<file path="config.mk">
export PLATFORM = sky130hd
export DESIGN_NAME = uart_rx_top
export DESIGN_NICKNAME = d
export VERILOG_FILES = /design/src/rtl/uart_rx_top_pkg.sv /design/src/rtl/baudrate_generator.sv /design/src/rtl/uart_rx.sv /design/src/rtl/uart_rx_top.sv
export SDC_FILE = /design/constraint.sdc
export NUM_CORES = 1
export LEC_CHECK = 0
export BUFFER_PORTS_ARGS = -buffer_cell sky130_fd_sc_hd__buf_2
export CORE_AREA = 4 4 115 117
export DETAILED_ROUTE_END_ITERATION = 7
export DIE_AREA = 0 0 119 121
export PLACE_DENSITY_LB_ADDON = 0.05
export SLEW_MARGIN = 0
export SYNTH_ARGS = -nofsm -noshare
export SYNTH_HDL_FRONTEND = slang
export SYNTH_SLANG_ARGS = --single-unit
export TNS_END_PERCENT = 20
</file>
<file path="constraint.sdc">
create_clock -name clk -period 2.21 [get_ports clk]
set_input_delay 0.1105 -clock clk [delete_from_list [all_inputs] [get_ports clk]]
set_output_delay 0.1105 -clock clk [all_outputs]
set_load 0.1 [all_outputs]
</file>
<file path="src/rtl/uart_rx_top_pkg.sv">
// uart_rx_top_pkg: receiver state encoding, default parameters and tick divisor helper
package uart_rx_top_pkg;
   typedef enum logic [1:0] {
      IDLE  = 2'd0,
      START = 2'd1,
      DATA  = 2'd2,
      STOP  = 2'd3
   } state_t;
   localparam int DEF_NB_DATA      = 32;
   localparam int DEF_NB_STOP      = 16;
   localparam int DEF_BAUD_RATE    = 19200;
   localparam int DEF_CLK_FREQ     = 50_000_000;
   localparam int DEF_OVERSAMPLING = 16;
   function automatic int tick_div(input int clk_freq, input int baud_rate, input int oversampling);
      return clk_freq / (baud_rate * oversampling);
   endfunction
endpackage

</file>
<file path="src/rtl/baudrate_generator.sv">
// baudrate_generator: free-running divider producing a one-clk oversampling tick every DIV clks
module baudrate_generator import uart_rx_top_pkg::*; #(
   parameter int CLK_FREQ     = DEF_CLK_FREQ,
   parameter int BAUD_RATE    = DEF_BAUD_RATE,
   parameter int OVERSAMPLING = DEF_OVERSAMPLING
)(
   input  logic clk,
   input  logic i_rst_n,
   output logic o_tick
);
   localparam int DIV = tick_div(CLK_FREQ, BAUD_RATE, OVERSAMPLING);
   localparam int CW  = DIV > 1 ? $clog2(DIV) : 1;
   localparam logic [CW-1:0] LAST = CW'(DIV - 1);
   logic [CW-1:0] cnt;
   always_ff @(posedge clk or negedge i_rst_n)
      if (!i_rst_n) cnt <= '0;
      else          cnt <= (cnt == LAST) ? '0 : cnt + CW'(1);
   // gated by reset so the strobe is low while reset is held even when DIV is 1
   assign o_tick = i_rst_n && (cnt == LAST);
endmodule

</file>
<file path="src/rtl/uart_rx.sv">
// uart_rx: tick-driven receiver FSM sampling mid-bit, LSB first, stop level ignored
module uart_rx import uart_rx_top_pkg::*; #(
   parameter int NB_DATA      = DEF_NB_DATA,
   parameter int NB_STOP      = DEF_NB_STOP,
   parameter int OVERSAMPLING = DEF_OVERSAMPLING
)(
   input  logic               clk,
   input  logic               i_rst_n,
   input  logic               i_tick,
   input  logic               i_data,
   output logic [NB_DATA-1:0] o_data,
   output logic               o_rxdone
);
   localparam int SMAX = NB_STOP > OVERSAMPLING ? NB_STOP : OVERSAMPLING;
   localparam int SW   = SMAX > 1 ? $clog2(SMAX) : 1;
   localparam int NW   = NB_DATA > 1 ? $clog2(NB_DATA) : 1;
   localparam logic [SW-1:0] S_MID  = SW'(OVERSAMPLING / 2 - 1);
   localparam logic [SW-1:0] S_BIT  = SW'(OVERSAMPLING - 1);
   localparam logic [SW-1:0] S_STOP = SW'(NB_STOP - 1);
   localparam logic [NW-1:0] N_LAST = NW'(NB_DATA - 1);
   state_t             state, state_nxt;
   logic [SW-1:0]      s, s_nxt;
   logic [NW-1:0]      n, n_nxt;
   logic [NB_DATA-1:0] shreg, sh_nxt;
   logic               done;
   always_ff @(posedge clk or negedge i_rst_n)
      if (!i_rst_n) begin
         state    <= IDLE;
         s        <= '0;
         n        <= '0;
         shreg    <= '0;
         o_data   <= '0;
         o_rxdone <= 1'b0;
      end else begin
         state    <= state_nxt;
         s        <= s_nxt;
         n        <= n_nxt;
         shreg    <= sh_nxt;
         o_data   <= done ? shreg : o_data;
         o_rxdone <= done;
      end
   always_comb begin
      state_nxt = state;
      s_nxt     = s;
      n_nxt     = n;
      sh_nxt    = shreg;
      case (state)
         IDLE:
            if (!i_data) begin
               state_nxt = START;
               s_nxt     = '0;
            end
         START:
            if (i_tick) begin
               if (s == S_MID) begin
                  // a line that is high again at mid start bit was only a glitch
                  state_nxt = i_data ? IDLE : DATA;
                  s_nxt     = '0;
                  n_nxt     = '0;
               end else
                  s_nxt = s + SW'(1);
            end
         DATA:
            if (i_tick) begin
               if (s == S_BIT) begin
                  s_nxt  = '0;
                  sh_nxt = {i_data, shreg[NB_DATA-1:1]};
                  if (n == N_LAST) state_nxt = STOP;
                  else             n_nxt     = n + NW'(1);
               end else
                  s_nxt = s + SW'(1);
            end
         STOP:
            if (i_tick) begin
               if (s == S_STOP) begin
                  state_nxt = IDLE;
                  s_nxt     = '0;
               end else
                  s_nxt = s + SW'(1);
            end
         default: state_nxt = IDLE;
      endcase
   end
   always_comb done = (state == STOP) && i_tick && (s == S_STOP);
endmodule

</file>
<file path="src/rtl/uart_rx_top.sv">
// uart_rx_top: UART receiver with oversampling tick generator and 2-flop input synchronizer
module uart_rx_top import uart_rx_top_pkg::*; #(
   parameter int NB_DATA      = DEF_NB_DATA,
   parameter int NB_STOP      = DEF_NB_STOP,
   parameter int BAUD_RATE    = DEF_BAUD_RATE,
   parameter int CLK_FREQ     = DEF_CLK_FREQ,
   parameter int OVERSAMPLING = DEF_OVERSAMPLING
)(
   input  logic               clk,
   input  logic               i_rst_n,
   input  logic               i_data,
   output logic               o_tick,
   output logic [NB_DATA-1:0] o_data,
   output logic               o_rxdone
);
   logic [1:0] sync;
   logic       rx;
   // resets to idle-high so reset release never looks like a start bit
   always_ff @(posedge clk or negedge i_rst_n)
      if (!i_rst_n) sync <= 2'b11;
      else          sync <= {sync[0], i_data};
   assign rx = sync[1];
   baudrate_generator #(
      .CLK_FREQ(CLK_FREQ),
      .BAUD_RATE(BAUD_RATE),
      .OVERSAMPLING(OVERSAMPLING)
   ) u_baud (
      .clk(clk),
      .i_rst_n(i_rst_n),
      .o_tick(o_tick)
   );
   uart_rx #(
      .NB_DATA(NB_DATA),
      .NB_STOP(NB_STOP),
      .OVERSAMPLING(OVERSAMPLING)
   ) u_rx (
      .clk(clk),
      .i_rst_n(i_rst_n),
      .i_tick(o_tick),
      .i_data(rx),
      .o_data(o_data),
      .o_rxdone(o_rxdone)
   );
endmodule

</file>
# Yosys cells after proc, flatten, opt, wreduce, memory -nomap -nowiden
# Cells that the tools add are included.
# Widths: inputs -> output; s select.
[word_totals]
ff_bits = 86
inputBits = 3
output_inout_bits = 34
wordCells = 61
[op_classes]
n_addsub = 3
eq_ne = 17
mux = 23
n_reduce_logical = 10
[op_table]
columns = ["operator", "n"]
rows = [
  ["$mux 5", 5],
  ["$mux 4", 5],
  ["$mux 2", 9],
  ["$ne 2x1->1 const B", 8],
  ["$pmux 4 s3", 1],
  ["$pmux 5 s2", 1],
  ["$add 8x1->8 const B", 1],
  ["$eq 8x8->1 const B", 1],
  ["$mux 8", 1],
  ["$pmux 2 s4", 1],
  ["$reduce_and 8->1", 1],
  ["$reduce_and 3->1", 2],
  ["$reduce_and 6->1", 1],
  ["$add 5x1->5 const B", 1],
  ["$eq 5x5->1 const B", 1],
  ["$add 4x1->4 const B", 1],
  ["$eq 2x2->1 const B", 2],
  ["$eq 4x3->1 const B", 1],
  ["$eq 4x4->1 const B", 1],
  ["$ne 2x2->1 const B", 2],
  ["$logic_and 1x1->1", 3],
  ["$eq 2x1->1 const B", 1],
  ["$logic_not 2->1", 1],
  ["$reduce_bool 2->1", 1],
  ["$reduce_or 2->1", 1],
]

# Logic depth before layout (Yosys ltp)
# Gate-level depths: netlist of run 1.
[depth]
ltp_word = 5
mapped_depth = 9
depth_no_buf = 7

# Modules after synthesis
# A second synthesis of run 1 with hierarchy kept.
[unflattened]
cells_unflattened = 263
hier_area_um2 = 3626.0
[by_module_without_submodules]
columns = ["mod", "instances", "cells_per_inst", "area_per_inst_um2", "seq_area_each_um2"]
rows = [
  ["uart_rx", 1, 224, 3179.3, 1901.8],
  ["baudrate_generator", 1, 37, 394.1, 200.2],
  ["uart_rx_top", 1, 2, 52.6, 52.6],
]

# Least setup slack after synthesis of run 1
# Ideal clock, no wire load.
[synth_timing]
kind = "reg-to-reg"
startpoint = "register u_baud.cnt[1]"
endpoint = "register u_rx.s[3]"
arrival_ps = 2188
required_time_ps = 2127
slack_ps = -61
path_stages_with_launch = 10
n_path_buf = 2
path_cell_list = "dfrtp_1 inv_1 ha_1 and4b_1 clkbuf_1 nand2_1 buf_2 inv_1 a31oi_1 o21ai_0"
[synth_via]
elab_chain_cells = 4
elab_cells_between_ends = 5
[synth_rtl]
columns = ["element", "line", "text"]
rows = [
  ["from (decl)", "baudrate_generator.sv:14", "logic [CW-1:0] cnt;"],
  ["from (signal assigned)", "baudrate_generator.sv:17", "else cnt <= (cnt == LAST) ? '0 : cnt + CW'(1);"],
  ["$eq 8x8->1 *", "baudrate_generator.sv:19", "assign o_tick = i_rst_n && (cnt == LAST);"],
  ["$logic_and 1x1->1 *", "baudrate_generator.sv:19", ""],
  ["net o_tick", "uart_rx_top.sv:12", "output logic o_tick,"],
  ["$ne 2x1->1 (no line)", "-", ""],
  ["$reduce_and 3->1 (no line) *", "-", ""],
  ["to (signal assigned)", "uart_rx.sv:36", "s <= s_nxt;"],
  ["to (decl)", "uart_rx.sv:22", "logic [SW-1:0] s, s_nxt;"],
]
# Mark *: on every way through the listed nets, which the timed path passes. The rest lies on a longest branch.
# A chain may end at the register's enable or synchronous reset.

# Final worst setup path of run 1
[layout_timing]
startpoint = "register u_rx.n[1]"
endpoint = "register u_rx.n[0]"
[layout_via]
elab_chain_cells = 3
[layout_rtl]
columns = ["element", "line", "text"]
rows = [
  ["from (decl)", "uart_rx.sv:23", "logic [NW-1:0] n, n_nxt;"],
  ["from (signal assigned)", "uart_rx.sv:37", "n <= n_nxt;"],
  ["$eq 5x5->1", "uart_rx.sv:68", "if (n == N_LAST) state_nxt = STOP;"],
  ["$ne 2x2->1 (no line)", "-", ""],
  ["$reduce_and 6->1 (no line)", "-", ""],
]
# No other way between the ends.

==> impl_metrics.yaml, run 1 <==
status:
  status: "complete, no violations"
yosys:
  syn-mean-instance-area_um2: 13.9
  yosysUniqueCellTypes: 44
  yosysWarningCount: 0
  synthFlopType: "dfrtp_1"
  synth_top_area_cell: "dfrtp_1"
  syn-num-nets: 267
  ys_ff_latch: 86
  async_flop_share: 1.00
  synth.top_cell.area_share: 0.584
  synth_area_um2: 3600
  syn_inst: 259
  yosysSeqAreaShare: 0.598
  synth_area_leaders: "dfrtp_1 58%, mux2_2 19%, ha_1 1.7%, dfstp_2 1.5%, nand3_1 1.1%"
  synth-edff-count: 0
sta:
  min_period_over_period: 0.972
  setup_tns_ns: 0
  setup_viol: 0
  hold_violations: 0
  fin_worst_skew_ns: 0.00904
  slew_headroom: 0.519
  max_freq_ghz: 0.466
  holdWs_ns: 0.338
  worstMarginPinSlew_ns: 0.721
  rsz0062_at_grt: "true"
  finalMaxSlewViolations: 0
  period_minus_slack_ns: 2.15
finish:
  layout.nets: 319
  antenna_cells: 0
  final_common_cell: "dfrtp_1"
  fill_cells: 1198
  final_layout_size_suffix_gt1_frac: 0.457
  area_delta_synth_final_pct: 23.8
  final_cell_mix: "84 x dfrtp_1, 62 x mux2_2, 34 x buf_2"
  design_area_um2: 4460
placed_design:
  placed_area_um2: 4060
  io_buffers: 36
  hpwl_um: 4290
  place_congestion: 0.758
setup_path:
  critPathMaxFanout: 4
  endpoint_kind: "flop"
  r2r_end: "u_rx.n[0]"
  worst_r2r_path_depth: 8
  cp.required_ns: 2.47
  crit_type: "flop to flop"
  rr_startpoint: "u_rx.n[1]"
  critPathArrivalTime_ns: 2.41
  cp-startpoint: "u_rx.n[1]"
  cp-start-kind: "flop"
  timing.reg2reg.setup_slack_ns: 0.06
pwr:
  power.density_nw_per_um2: 701
  power_mw: 3.13
  p_leak_nw: 2.20
  ir_worst_vdd_mv: 0.345
route:
  dr.first_iter.drc_count: 145
  drc: 0
  wl_per_cell_um: 13.7
  postRouteAntennaNets: 0
  firstDrtPassIters: 4
  vias: 2214
  vias_per_cell: 4.55
  finalWirelength_um: 6690
clock_tree:
  cts_root_buffer: "clkbuf_16"
  clk_latency_ns: 0.33
  cts_buffer_depth: 2
  numCtsBuffers: 9
  cts_max_level: 3
  cts_tree: "yes"
  cts.sinks: 86
  cts.clk_slew.worst_paths_ns: 0.06
die:
  fp-row-count: 41
  ios: 37
  chipWidth_um: 119
  start_util: 0.291
  fp.dieH_um: 121
  core_um2: 12400
  die_area_um2: 14400
grt:
  antenna_found_initial: 0
  first_global_vias: 2232
  grt_max_degree: 59
  grt-ovfl-total: 0
  grt_pass1_wl_um: 11300
  grt.total_usage: 0.0997
run:
  drv_cap: 0
hold_path:
  holdCritPathClass: "input pin to async pin"
-- registers in the layout, indices dropped and copies added (netlist names), named ones only --
name and cells:
u_rx.shreg 32, u_baud.cnt 8, u_rx.s 4, u_rx.o_rxdone 1, u_rx.state 1, u_rx.n 5
sync 2, u_rx.o_data 32
-- layer usage --
metal,global-route usage,part of all wire
met1,0.136,0.49
met2,0.142,0.45
met3,0.0312,0.044
met4,0.0500,0.020
met5,0,0
-- cell usage after synthesis, types with 2 or more instances --
| cell | count |
|---|---|
| dfrtp_1 | 84 |
| and3_1 | 4 |
| clkbuf_1 | 4 |
| buf_2 | 4 |
| nand3_1 | 8 |
| a31oi_1 | 5 |
| buf_6 | 3 |
| or2_2 | 2 |
| xnor2_1 | 4 |
| dfstp_2 | 2 |
| o21ai_0 | 8 |
| mux2_2 | 62 |
| nor2_1 | 9 |
| nand2_1 | 8 |
| nor3_1 | 3 |
| mux2_1 | 3 |
| ha_1 | 5 |
| a21oi_1 | 3 |
| o31ai_1 | 5 |
| nor3b_1 | 2 |
| inv_1 | 7 |
| nor2b_1 | 2 |
-- per-stage QoR --
step / cells / worst slack (ns) / util
2_1_floorplan: 259 / -0.0469 / -
3_3_place_gp: 466 / 0.0573 / 0.328
3_5_place_dp: 466 / -0.0311 / 0.328
4_1_cts: 484 / 0.0111 / 0.354
5_1_grt: 487 / -0.0313 / 0.361
6_report: 487 / 0.0622 / 0.361
-- logic make-up (layout without fill, tap and decap cells) --
group | Yosys count | count (layout) | synth area share
flops | 86 | 86 | 0.598
mux | 66 | 66 | 0.206
simple gates | 49 | 49 | 0.0834
compound gates | 30 | 30 | 0.0563
buf+inv | 18 | 74 | 0.0264
fa+ha+maj | 5 | 5 | 0.0174
xor+xnor | 5 | 5 | 0.0122
-- layout make-up --
class	count	area (um^2)	area share
sequential	86	2150	0.483
multi-input combinational	155	1410	0.316
timing repair buffer	52	352	0.0789
clock buffer	9	225	0.0505
tap	172	215	0.0483
clock inverter	6	71.3	0.0160
inverter	7	30.0	0.00674
-- worst max path at each step --
stage                            to  slack [ns]
after global placement    u_rx.n[4]        0.06
final                     u_rx.n[0]        0.06
after global routing      u_rx.n[0]       -0.03
after CTS                 u_rx.n[0]        0.01
after floorplan           u_rx.s[1]       -0.05
after detailed placement  u_rx.n[4]       -0.03
-- timing repair --
item / in CTS / in global routing
setup buffers: 1 / 3
hold endpoints to repair: 27 / 0
gates resized for setup: 2 / 13
hold buffers: 2 / 0
pin swaps: 1 / 4
setup endpoints to repair: 1 / 62
-- critical path, stage by stage (launching register included) --
cell	delay [ns]
dfrtp_1	0.40
ha_2	0.21
and3_4	0.16
ha_2	0.18
nor4bb_1	0.26
o211ai_1	0.22
buf_4	0.20
or3_1	0.32
a21oi_2	0.13
-- report_power, final --
| group | switching, mW | internal [mW] | total (mW) |
|---|---|---|---|
| combinational | 0.0315 | 0.00648 | 0.0380 |
| clock | 0.633 | 0.877 | 1.51 |
| sequential | 0.00147 | 1.58 | 1.58 |
(Power assumes the default switching activity.)
==> run 2: changes to the inputs <==
--- a/config.mk
+++ b/config.mk
@@ -7,6 +7,8 @@
 export LEC_CHECK = 0
+export ABC_AREA = 1
 export BUFFER_PORTS_ARGS = -buffer_cell sky130_fd_sc_hd__buf_2
-export CORE_AREA = 4 4 115 117
+export CORE_AREA = 4 4 118 120
+export CTS_CLUSTER_SIZE = 25
 export DETAILED_ROUTE_END_ITERATION = 7
-export DIE_AREA = 0 0 119 121
+export DIE_AREA = 0 0 122 124
 export PLACE_DENSITY_LB_ADDON = 0.05
--- a/constraint.sdc
+++ b/constraint.sdc
@@ -3,2 +3,2 @@
 set_output_delay 0.1105 -clock clk [all_outputs]
-set_load 0.1 [all_outputs]
+set_load 0.05 [all_outputs]
==> run 2 against run 1 <==
Global-route usage is 0.34 points higher. Clock-buffer cell count increased by 2. Worst setup slack better by 0.35 ns. Sequential cell count unchanged. Sequential power barely moved. Via count grew 14%. First-iteration DRC count shrank 17%. Critical endpoint is now u_rx.n[2]. Largest cell class unchanged. Highest routed layer unchanged.
==> impl_metrics.yaml, run 2 <==
sta:
  finalMaxSlewViolations: 0
  setup_viol: 0
  fin_worst_skew_ns: 0.00625
  max_freq_ghz: 0.557
  hold_violations: 0
  period_minus_slack_ns: 1.80
  setup_tns_ns: 0
  slew_headroom: 0.475
  min_period_over_period: 0.812
  rsz0062_at_grt: "false"
  worstMarginPinSlew_ns: 0.787
clock_tree:
  cts_tree: "yes"
  clk_latency_ns: 0.33
  cts_max_level: 3
  postCtsSetupBuffers: 0
  numCtsBuffers: 9
  cts.sinks: 86
  cts_resized: 0
  cts_root_buffer: "clkbuf_16"
  cts_buffer_depth: 2
  cts.clk_slew.worst_paths_ns: 0.06
die:
  ios: 37
  core_um2: 13000
  start_util: 0.293
  chipWidth_um: 122
  die_area_um2: 15100
  fp-row-count: 42
  fp.dieH_um: 124
setup_path:
  cp.required_ns: 2.43
  endpoint_kind: "flop"
  r2r_end: "u_rx.n[2]"
  worst_r2r_path_depth: 10
  cp-startpoint: "u_rx.n[0]"
  crit_type: "flop to flop"
  crit_path_end: "u_rx.n[2]"
  cp-start-kind: "flop"
  critPathMaxFanout: 6
  rr_startpoint: "u_rx.n[0]"
  critPathArrivalTime_ns: 2.02
  timing.reg2reg.setup_slack_ns: 0.41
yosys:
  syn_inst: 381
  syn-mean-instance-area_um2: 9.98
  synth-edff-count: 0
  synth_area_um2: 3800
  synth_top_area_cell: "dfrtp_1"
  synth_area_leaders: "dfrtp_1 55%, o21ai_2 7.4%, nand2_1 6.9%, nand2_2 5.3%, inv_1 4.5%"
  yosysSeqAreaShare: 0.566
  synthTopCellsByCount: "84 x dfrtp_1, 70 x nand2_1, 46 x inv_1, 34 x o21ai_1"
  synthFlopType: "dfrtp_1"
  yosysUniqueCellTypes: 31
  synth.top_cell.area_share: 0.553
  yosysWarningCount: 0
  synth_most_common_cell: "dfrtp_1"
  async_flop_share: 1.00
  syn-num-nets: 389
  ys_ff_latch: 86
finish:
  final_cell_mix: "84 x dfrtp_1, 70 x nand2_1, 46 x inv_1"
  layout.nets: 430
  antenna_cells: 0
  final_common_cell: "dfrtp_1"
  area_delta_synth_final_pct: 17.0
  register_area_um2: 2150
  final_layout_size_suffix_gt1_frac: 0.319
  multiInputGateArea_um2: 1360
  reg.largest.list: "u_rx.o_data x32, u_rx.shreg x32, u_baud.cnt x8"
  fill_cells: 1351
  finish.utilization: 0.343
route:
  finalWirelength_um: 7040
  top_layer: "met4"
  vias_per_cell: 4.19
  vias: 2525
  wl_per_cell_um: 11.7
  postRouteAntennaNets: 0
  met1Wirelength_um: 3440
  wl_met2_um: 3130
  met3_length_um: 307
  drc: 0
  firstDrtPassIters: 4
  dr.first_iter.drc_count: 120
grt:
  first_global_vias: 2488
  antenna_found_initial: 0
  grt_max_degree: 65
  grt.total_usage: 0.103
  grt_pass1_wl_um: 12200
  grt-ovfl-total: 0
placed_design:
  io_buffers: 36
  place_congestion: 0.742
  hpwl_um: 4750
run:
  drv_cap: 0
pwr:
  ir_worst_vdd_mv: 0.299
  p_leak_nw: 2.10
  power.density_nw_per_um2: 679
hold_path:
  holdCritPathClass: "input pin to async pin"
status:
  status: "complete, no violations"
## run 2: final cells by class
class	instances	share of cell area
clock buffer	11	0.0568
clock inverter	4	0.00506
inverter	51	0.0430
multi-input combinational	231	0.305
sequential	86	0.484
tap	176	0.0495
timing repair buffer	43	0.0568
## run 2: critical path, stage by stage (launching register included)
cell,delay (ns)
dfrtp_1,0.41
ha_1,0.24
and3_1,0.17
ha_1,0.19
nor2_1,0.13
or2_1,0.13
inv_2,0.04
nor2_4,0.14
nand2_2,0.11
nand2_1,0.08
nand2_1,0.04
## run 2: worst min path at each step
stage	slack, ns	to	depth (start not counted)	from
5_1_grt	0.28	u_baud.cnt[7]	2	i_rst_n
4_1_cts	0.26	u_baud.cnt[7]	2	i_rst_n
6_report	0.24	u_baud.cnt[7]	2	i_rst_n
3_3_place_gp	0.07	u_baud.cnt[7]	1	i_rst_n
3_5_place_dp	0.06	u_baud.cnt[7]	1	i_rst_n
2_1_floorplan	-0.19	async pin	0	i_rst_n
## run 2: cells by family after synthesis
family                   share of synthesized area
AND/OR/NAND/NOR                              0.202
flip-flops                                   0.566
AO/OA/AOI/OAI                                0.128
buffers and inverters                       0.0773
adder cells (fa/ha/maj)                     0.0164
XOR/XNOR                                   0.00921
## run 2: timing repair
action,CTS,global route
endpoints found under the hold margin,24,0
hold buffers,2,0
endpoints found under the setup margin,0,0
## run 2: through the flow
stage               power, mW  setup slack, ns  hold WS, ns  area, um^2  std cells
floorplan                1.61            0.504       -0.185        3800        381
global placement         1.65            0.463       0.0728        4150        585
detailed placement       1.65            0.433       0.0648        4150        585
CTS                      3.09            0.365        0.255        4450        602
global route             3.16            0.229        0.277        4450        602
finish                   3.02            0.415        0.241        4450        602
## run 2: per-layer routing
metal,vias to the layer above,global-route usage
li1,1289,-
met1,1186,0.135
met2,38,0.158
met3,12,0.0268
met4,0,0.0525
met5,-,0
## run 2: report_power, final
part	switching (mW)	leakage, nW	internal, mW
Combinational	0.0343	0.786	0.00552
Sequential	0.000453	1.18	1.58
Clock	0.595	0.137	0.810
